===== config.mk =====
export PLATFORM = sky130hd
export DESIGN_NAME = sprite_key_driver
export DESIGN_NICKNAME = d
export VERILOG_FILES = /design/src/rtl/sprite_key_driver.sv
export SDC_FILE = /design/constraint.sdc
export NUM_CORES = 1
export LEC_CHECK = 0
export BUFFER_PORTS_ARGS = -buffer_cell sky130_fd_sc_hd__buf_2
export CORE_MARGIN = 2
export CORE_UTILIZATION = 59
export CTS_CLUSTER_DIAMETER = 80
export DETAILED_ROUTE_END_ITERATION = 16
export HOLD_SLACK_MARGIN = 0.03
export PLACE_DENSITY = 0.79
export RECOVER_POWER = 25
export SYNTH_ARGS = -nofsm -noshare
export SYNTH_HDL_FRONTEND = slang
export SYNTH_SLANG_ARGS = --single-unit

===== constraint.sdc =====
create_clock -name frame_clk -period 2.8 [get_ports frame_clk]
set_input_delay 0.14 -clock frame_clk [delete_from_list [all_inputs] [get_ports frame_clk]]
set_output_delay 0.14 -clock frame_clk [all_outputs]
set_load 0.1 [all_outputs]

===== src/rtl/sprite_key_driver.sv =====
// sprite_key_driver
//   Produces the per-frame movement keycode for the sprite movement logic.
//   Raw keyboard codes are filtered to the four direction keys; a new press
//   is emitted once, then after a hold delay the key auto-repeats. When the
//   keyboard has been idle long enough (and the demo is permitted) a square
//   "attract" path is played. One update per frame_clk edge, all outputs
//   registered (one frame of latency from keycode_in).
//
// Ports
//   frame_clk    in   1  frame clock, one rising edge per video frame
//   Reset        in   1  asynchronous, active-high reset
//   keycode_in   in   8  raw keyboard keycode
//   demo_en      in   1  1 = idle-timeout demo permitted
//   keycode_out  out  8  04 left, 07 right, 16 down, 1A up, 00 none
//   key_valid    out  1  keycode_out != 0
//   demo_active  out  1  1 while playing the demo path
module sprite_key_driver #(
  parameter int REPEAT_DELAY = 15,
  parameter int REPEAT_RATE  = 1,
  parameter int IDLE_TIMEOUT = 600,
  parameter int DEMO_LEG     = 60,
  parameter int CNT_W        = 16
) (
  input  logic       frame_clk,
  input  logic       Reset,
  input  logic [7:0] keycode_in,
  input  logic       demo_en,
  output logic [7:0] keycode_out,
  output logic       key_valid,
  output logic       demo_active
);

  localparam logic [7:0] KEY_LEFT  = 8'h04;
  localparam logic [7:0] KEY_RIGHT = 8'h07;
  localparam logic [7:0] KEY_DOWN  = 8'h16;
  localparam logic [7:0] KEY_UP    = 8'h1A;

  localparam logic [CNT_W-1:0] IDLE_LAST  = CNT_W'(IDLE_TIMEOUT - 1);
  localparam logic [CNT_W-1:0] DELAY_LAST = CNT_W'(REPEAT_DELAY - 1);
  localparam logic [CNT_W-1:0] RATE_LAST  = CNT_W'(REPEAT_RATE - 1);
  localparam logic [CNT_W-1:0] LEG_LAST   = CNT_W'(DEMO_LEG - 1);
  localparam logic [CNT_W-1:0] CNT_ONE    = CNT_W'(1);

  typedef enum logic [1:0] {
    S_IDLE,
    S_DELAY,
    S_REPEAT,
    S_DEMO
  } state_t;

  state_t           r_state;
  logic [7:0]       r_held;
  logic [CNT_W-1:0] r_cnt;
  logic [1:0]       r_leg;

  state_t           w_state;
  logic [7:0]       w_out;
  logic [7:0]       w_held;
  logic [CNT_W-1:0] w_cnt;
  logic [1:0]       w_leg;
  logic             w_key_ok;
  logic             w_press;

  // Square path, clockwise starting rightwards.
  function automatic logic [7:0] f_demo_dir(input logic [1:0] leg);
    case (leg)
      2'd0:    f_demo_dir = KEY_RIGHT;
      2'd1:    f_demo_dir = KEY_DOWN;
      2'd2:    f_demo_dir = KEY_LEFT;
      default: f_demo_dir = KEY_UP;
    endcase
  endfunction

  assign w_key_ok = (keycode_in == KEY_LEFT) || (keycode_in == KEY_RIGHT) ||
                    (keycode_in == KEY_DOWN) || (keycode_in == KEY_UP);

  // From IDLE/DEMO any valid key is a fresh press; elsewhere only a change.
  assign w_press = w_key_ok &&
                   ((r_state == S_IDLE) || (r_state == S_DEMO) || (keycode_in != r_held));

  always_comb begin
    w_state = r_state;
    w_out   = 8'h00;
    w_held  = r_held;
    w_cnt   = r_cnt;
    w_leg   = r_leg;
    if (w_press) begin
      w_state = S_DELAY;
      w_out   = keycode_in;
      w_held  = keycode_in;
      w_cnt   = '0;
      w_leg   = 2'd0;
    end else begin
      case (r_state)
        S_IDLE: begin
          if (demo_en && (r_cnt == IDLE_LAST)) begin
            w_state = S_DEMO;
            w_out   = KEY_RIGHT;
            w_cnt   = '0;
            w_leg   = 2'd0;
          end else if (r_cnt != IDLE_LAST) begin
            // Saturate so a late demo_en rise starts the demo immediately.
            w_cnt = r_cnt + CNT_ONE;
          end
        end
        S_DELAY: begin
          if (!w_key_ok) begin
            w_state = S_IDLE;
            w_cnt   = '0;
          end else if (r_cnt == DELAY_LAST) begin
            w_state = S_REPEAT;
            w_out   = r_held;
            w_cnt   = '0;
          end else begin
            w_cnt = r_cnt + CNT_ONE;
          end
        end
        S_REPEAT: begin
          if (!w_key_ok) begin
            w_state = S_IDLE;
            w_cnt   = '0;
          end else if (r_cnt == RATE_LAST) begin
            w_out = r_held;
            w_cnt = '0;
          end else begin
            w_cnt = r_cnt + CNT_ONE;
          end
        end
        S_DEMO: begin
          if (!demo_en) begin
            w_state = S_IDLE;
            w_cnt   = '0;
            w_leg   = 2'd0;
          end else if (r_cnt == LEG_LAST) begin
            w_cnt = '0;
            w_leg = r_leg + 2'd1;
            w_out = f_demo_dir(w_leg);
          end else begin
            w_cnt = r_cnt + CNT_ONE;
            w_out = f_demo_dir(r_leg);
          end
        end
        default: begin
          w_state = S_IDLE;
          w_cnt   = '0;
        end
      endcase
    end
  end

  always_ff @(posedge frame_clk or posedge Reset) begin
    if (Reset) begin
      r_state     <= S_IDLE;
      r_held      <= 8'h00;
      r_cnt       <= '0;
      r_leg       <= 2'd0;
      keycode_out <= 8'h00;
      key_valid   <= 1'b0;
      demo_active <= 1'b0;
    end else begin
      r_state     <= w_state;
      r_held      <= w_held;
      r_cnt       <= w_cnt;
      r_leg       <= w_leg;
      keycode_out <= w_out;
      key_valid   <= (w_out != 8'h00);
      demo_active <= (w_state == S_DEMO);
    end
  end

endmodule

==> impl_metrics.py <==
metrics = {
    "sta": {
        "fin_hold_ws_ps": 11.4,
        "rsz0062_at_grt": "no",
        "fin_skew_ps": 2.84,
        "final-hold-violation-count": 0,
        "setup_viol_count_final": 0,
        "layout_min_cycle_time_ps": 2410,
        "clock.fmax_ghz": 0.416,
        "slew_violations": 0,
        "worstMarginPinSlew_ps": 845,
        "tns_ps": 0,
        "period_share": 0.859,
        "slew_headroom": 0.436,
    },
    "setup_path": {
        "rr_endpoint": "r_cnt[10]$_DFFE_PP0P_",
        "path_max_fanout": 9,
        "rr_worst_depth": 7,
        "rrSetupSlack_ps": 390,
        "end_kind": "register",
        "worstReg2RegStart": "r_cnt[1]$_DFFE_PP0P_",
        "critPathLaunchType": "register",
        "required_ps": 2940,
        "crit_type": "reg -> reg",
        "cp.arrival_ps": 2550,
    },
    "routing": {
        "ant_nets": 0,
        "wire_per_inst_microns": 16.3,
        "first_pass_iters": 4,
        "drc": 0,
        "vias": 1954,
        "drt-initial-drc-count": 142,
        "avgViaCountPerCell": 6.07,
        "routed_wl_microns": 5250,
    },
    "placement": {
        "place_congestion": 0.844,
        "io_buffer_count": 20,
        "hpwl_microns": 3890,
    },
    "global_route": {
        "antenna_found_initial": 0,
        "gr-usage-all-layers": 0.255,
        "overflow": 0,
        "grt_pass1_wl_microns": 8800,
        "grt_start_max_net_pins": 23,
        "grt_pass1_vias": 1827,
    },
    "pwr": {
        "pwr-share-comb": 0.298,
        "p_per_area_nw_per_um2": 605,
        "vdd_drop_max_mv": 0.413,
        "sw_frac_of_total": 0.350,
        "p_sw_uw": 571,
        "p_clk_frac": 0.278,
        "p_leak_uw": 0.00121,
        "power_frac_seq": 0.424,
        "internal_power_uw": 1060,
    },
    "final_layout": {
        "nNetsFinal": 295,
        "final_common_cell": "dfrtp_1",
        "final_cell_mix": "dfrtp_1, buf_2, nand2_1",
        "drive_gt1_frac": 0.180,
        "utilization": 0.674,
        "area_growth_pct": 10.8,
        "insertedDiodeCount": 0,
    },
    "clocking": {
        "cts_tree": "built",
        "cts.clk_slew.worst_paths_ps": 70,
        "postCtsSetupRepairBufs": 0,
        "clk_latency_ps": 290,
        "cts_max_level": 2,
        "cts_root_buffer": "clkbuf_8",
        "cts.repair.resized": 0,
        "clock_sinks": 38,
        "clock_path_buffers": 2,
        "hold_buffers": 0,
        "cts_buffers": 5,
    },
    "floorplanning": {
        "rows": 23,
        "die-area_sq_um": 4660,
        "core-area_sq_um": 4000,
        "ios": 21,
        "die_h_microns": 68.2,
        "initial_utilization": 0.609,
        "die_w_microns": 68.2,
    },
    "synth": {
        "synth_warnings": 0,
        "ys_seq_area_frac": 0.391,
        "synth-edff-count": 0,
        "ys.flop_type": "dfrtp_1",
        "syn_inst": 246,
        "syn_area_per_cell_sq_um": 9.90,
        "async_reset_ff_frac": 1.00,
        "ys_seq_elements": 38,
        "synth_cell_types": 57,
        "syn_area_sq_um": 2430,
    },
    "status": {
        "status": "finished clean",
    },
    "worst_hold_path": {
        "worstHoldPathType": "in -> async",
    },
    "flow_run": {
        "maxCapViolations": 0,
    },
}
==> through the flow <==
step           power (uW)  cells  setup slack (ps)  cell area (sq um)
6_report             1630    322               395               2700
5_1_grt              1740    322               209               2700
4_1_cts              1630    322               397               2700
3_5_place_dp         1180    314               415               2590
3_3_place_gp         1170    314               484               2590
2_1_floorplan        1090    248               762               2440
==> cells by family (layout without fill, tap and decap cells) <==
logic type,after synthesis,count (layout),synth area share
other,1,3,0.00154
AOI/OAI and AO/OA,39,39,0.130
muxes,6,6,0.0262
and+or+nand+nor,108,108,0.266
buffers and inverters,17,41,0.0329
DFF,38,38,0.391
adders and majority gates,13,13,0.0668
xor gates and xnor gates,24,24,0.0863
==> synthesized netlist by cell type (all sizes together), types with 3 or more instances <==
cell,count,area share
ha,13,0.067
nor3,18,0.037
mux2i,3,0.012
a211oi,4,0.017
nand2,20,0.032
nor3b,3,0.0092
dfrtp,38,0.39
and2,5,0.014
buf,6,0.016
nand3b,4,0.012
nand3,14,0.029
mux2,3,0.014
a31oi,4,0.016
nor4,7,0.033
xnor2,17,0.061
inv,9,0.014
a21oi,7,0.016
nor2,11,0.017
xor2,7,0.025
nand4,3,0.010
o21bai,3,0.0092
o21ai,7,0.016
and3,8,0.021
==> power by group through the flow <==
| stage | Combinational, uW | Sequential, uW | Clock [uW] |
|---|---|---|---|
| after floorplan | 404 | 682 | 0 |
| after global placement | 473 | 695 | 0 |
| after detailed placement | 482 | 699 | 0 |
| after CTS | 484 | 688 | 458 |
| after global routing | 541 | 702 | 492 |
| final | 486 | 691 | 454 |
==> cell type report <==
cell class                 count  area [sq um]
clock buffer                   5          68.8
tap                           50          62.6
multi-input combinational    193          1410
fill                         307          1300
sequential                    38           951
inverter                       9          33.8
clock inverter                 3          40.0
timing repair buffer          24           130
==> worst max-delay path by stage <==
stage	slack (ps)	from	end	cells after the start
after floorplan	760	r_cnt[1]$_DFFE_PP0P_	r_cnt[2]$_DFFE_PP0P_	7
after global placement	480	r_cnt[1]$_DFFE_PP0P_	r_cnt[15]$_DFFE_PP0P_	7
after detailed placement	410	r_cnt[1]$_DFFE_PP0P_	r_cnt[10]$_DFFE_PP0P_	7
after CTS	400	r_cnt[1]$_DFFE_PP0P_	r_cnt[13]$_DFFE_PP0P_	7
after global routing	210	r_cnt[1]$_DFFE_PP0P_	r_cnt[15]$_DFFE_PP0P_	7
final	390	r_cnt[1]$_DFFE_PP0P_	r_cnt[10]$_DFFE_PP0P_	7
==> layer usage <==
metal	part of all wire	track usage
met5	0	0
met1	0.45	0.359
met2	0.48	0.398
met4	0.012	0.0700
met3	0.057	0.0510
==> state kept, by name, indices dropped and copies added, names as in the netlist <==
register,flops
r_cnt,16
keycode_out,8
r_held,8
r_leg,2
r_state,2
demo_active,1
key_valid,1
==> critical path, cell delays in order (launching register included) <==
cell and delay (ps):
dfrtp_1 410, ha_1 280, nor4b_1 320, nand4_2 290, and2_4 260, a211oi_4 380, buf_4 240, nor3_1 70
No activity file was read; power rests on OpenSTA's default activity.
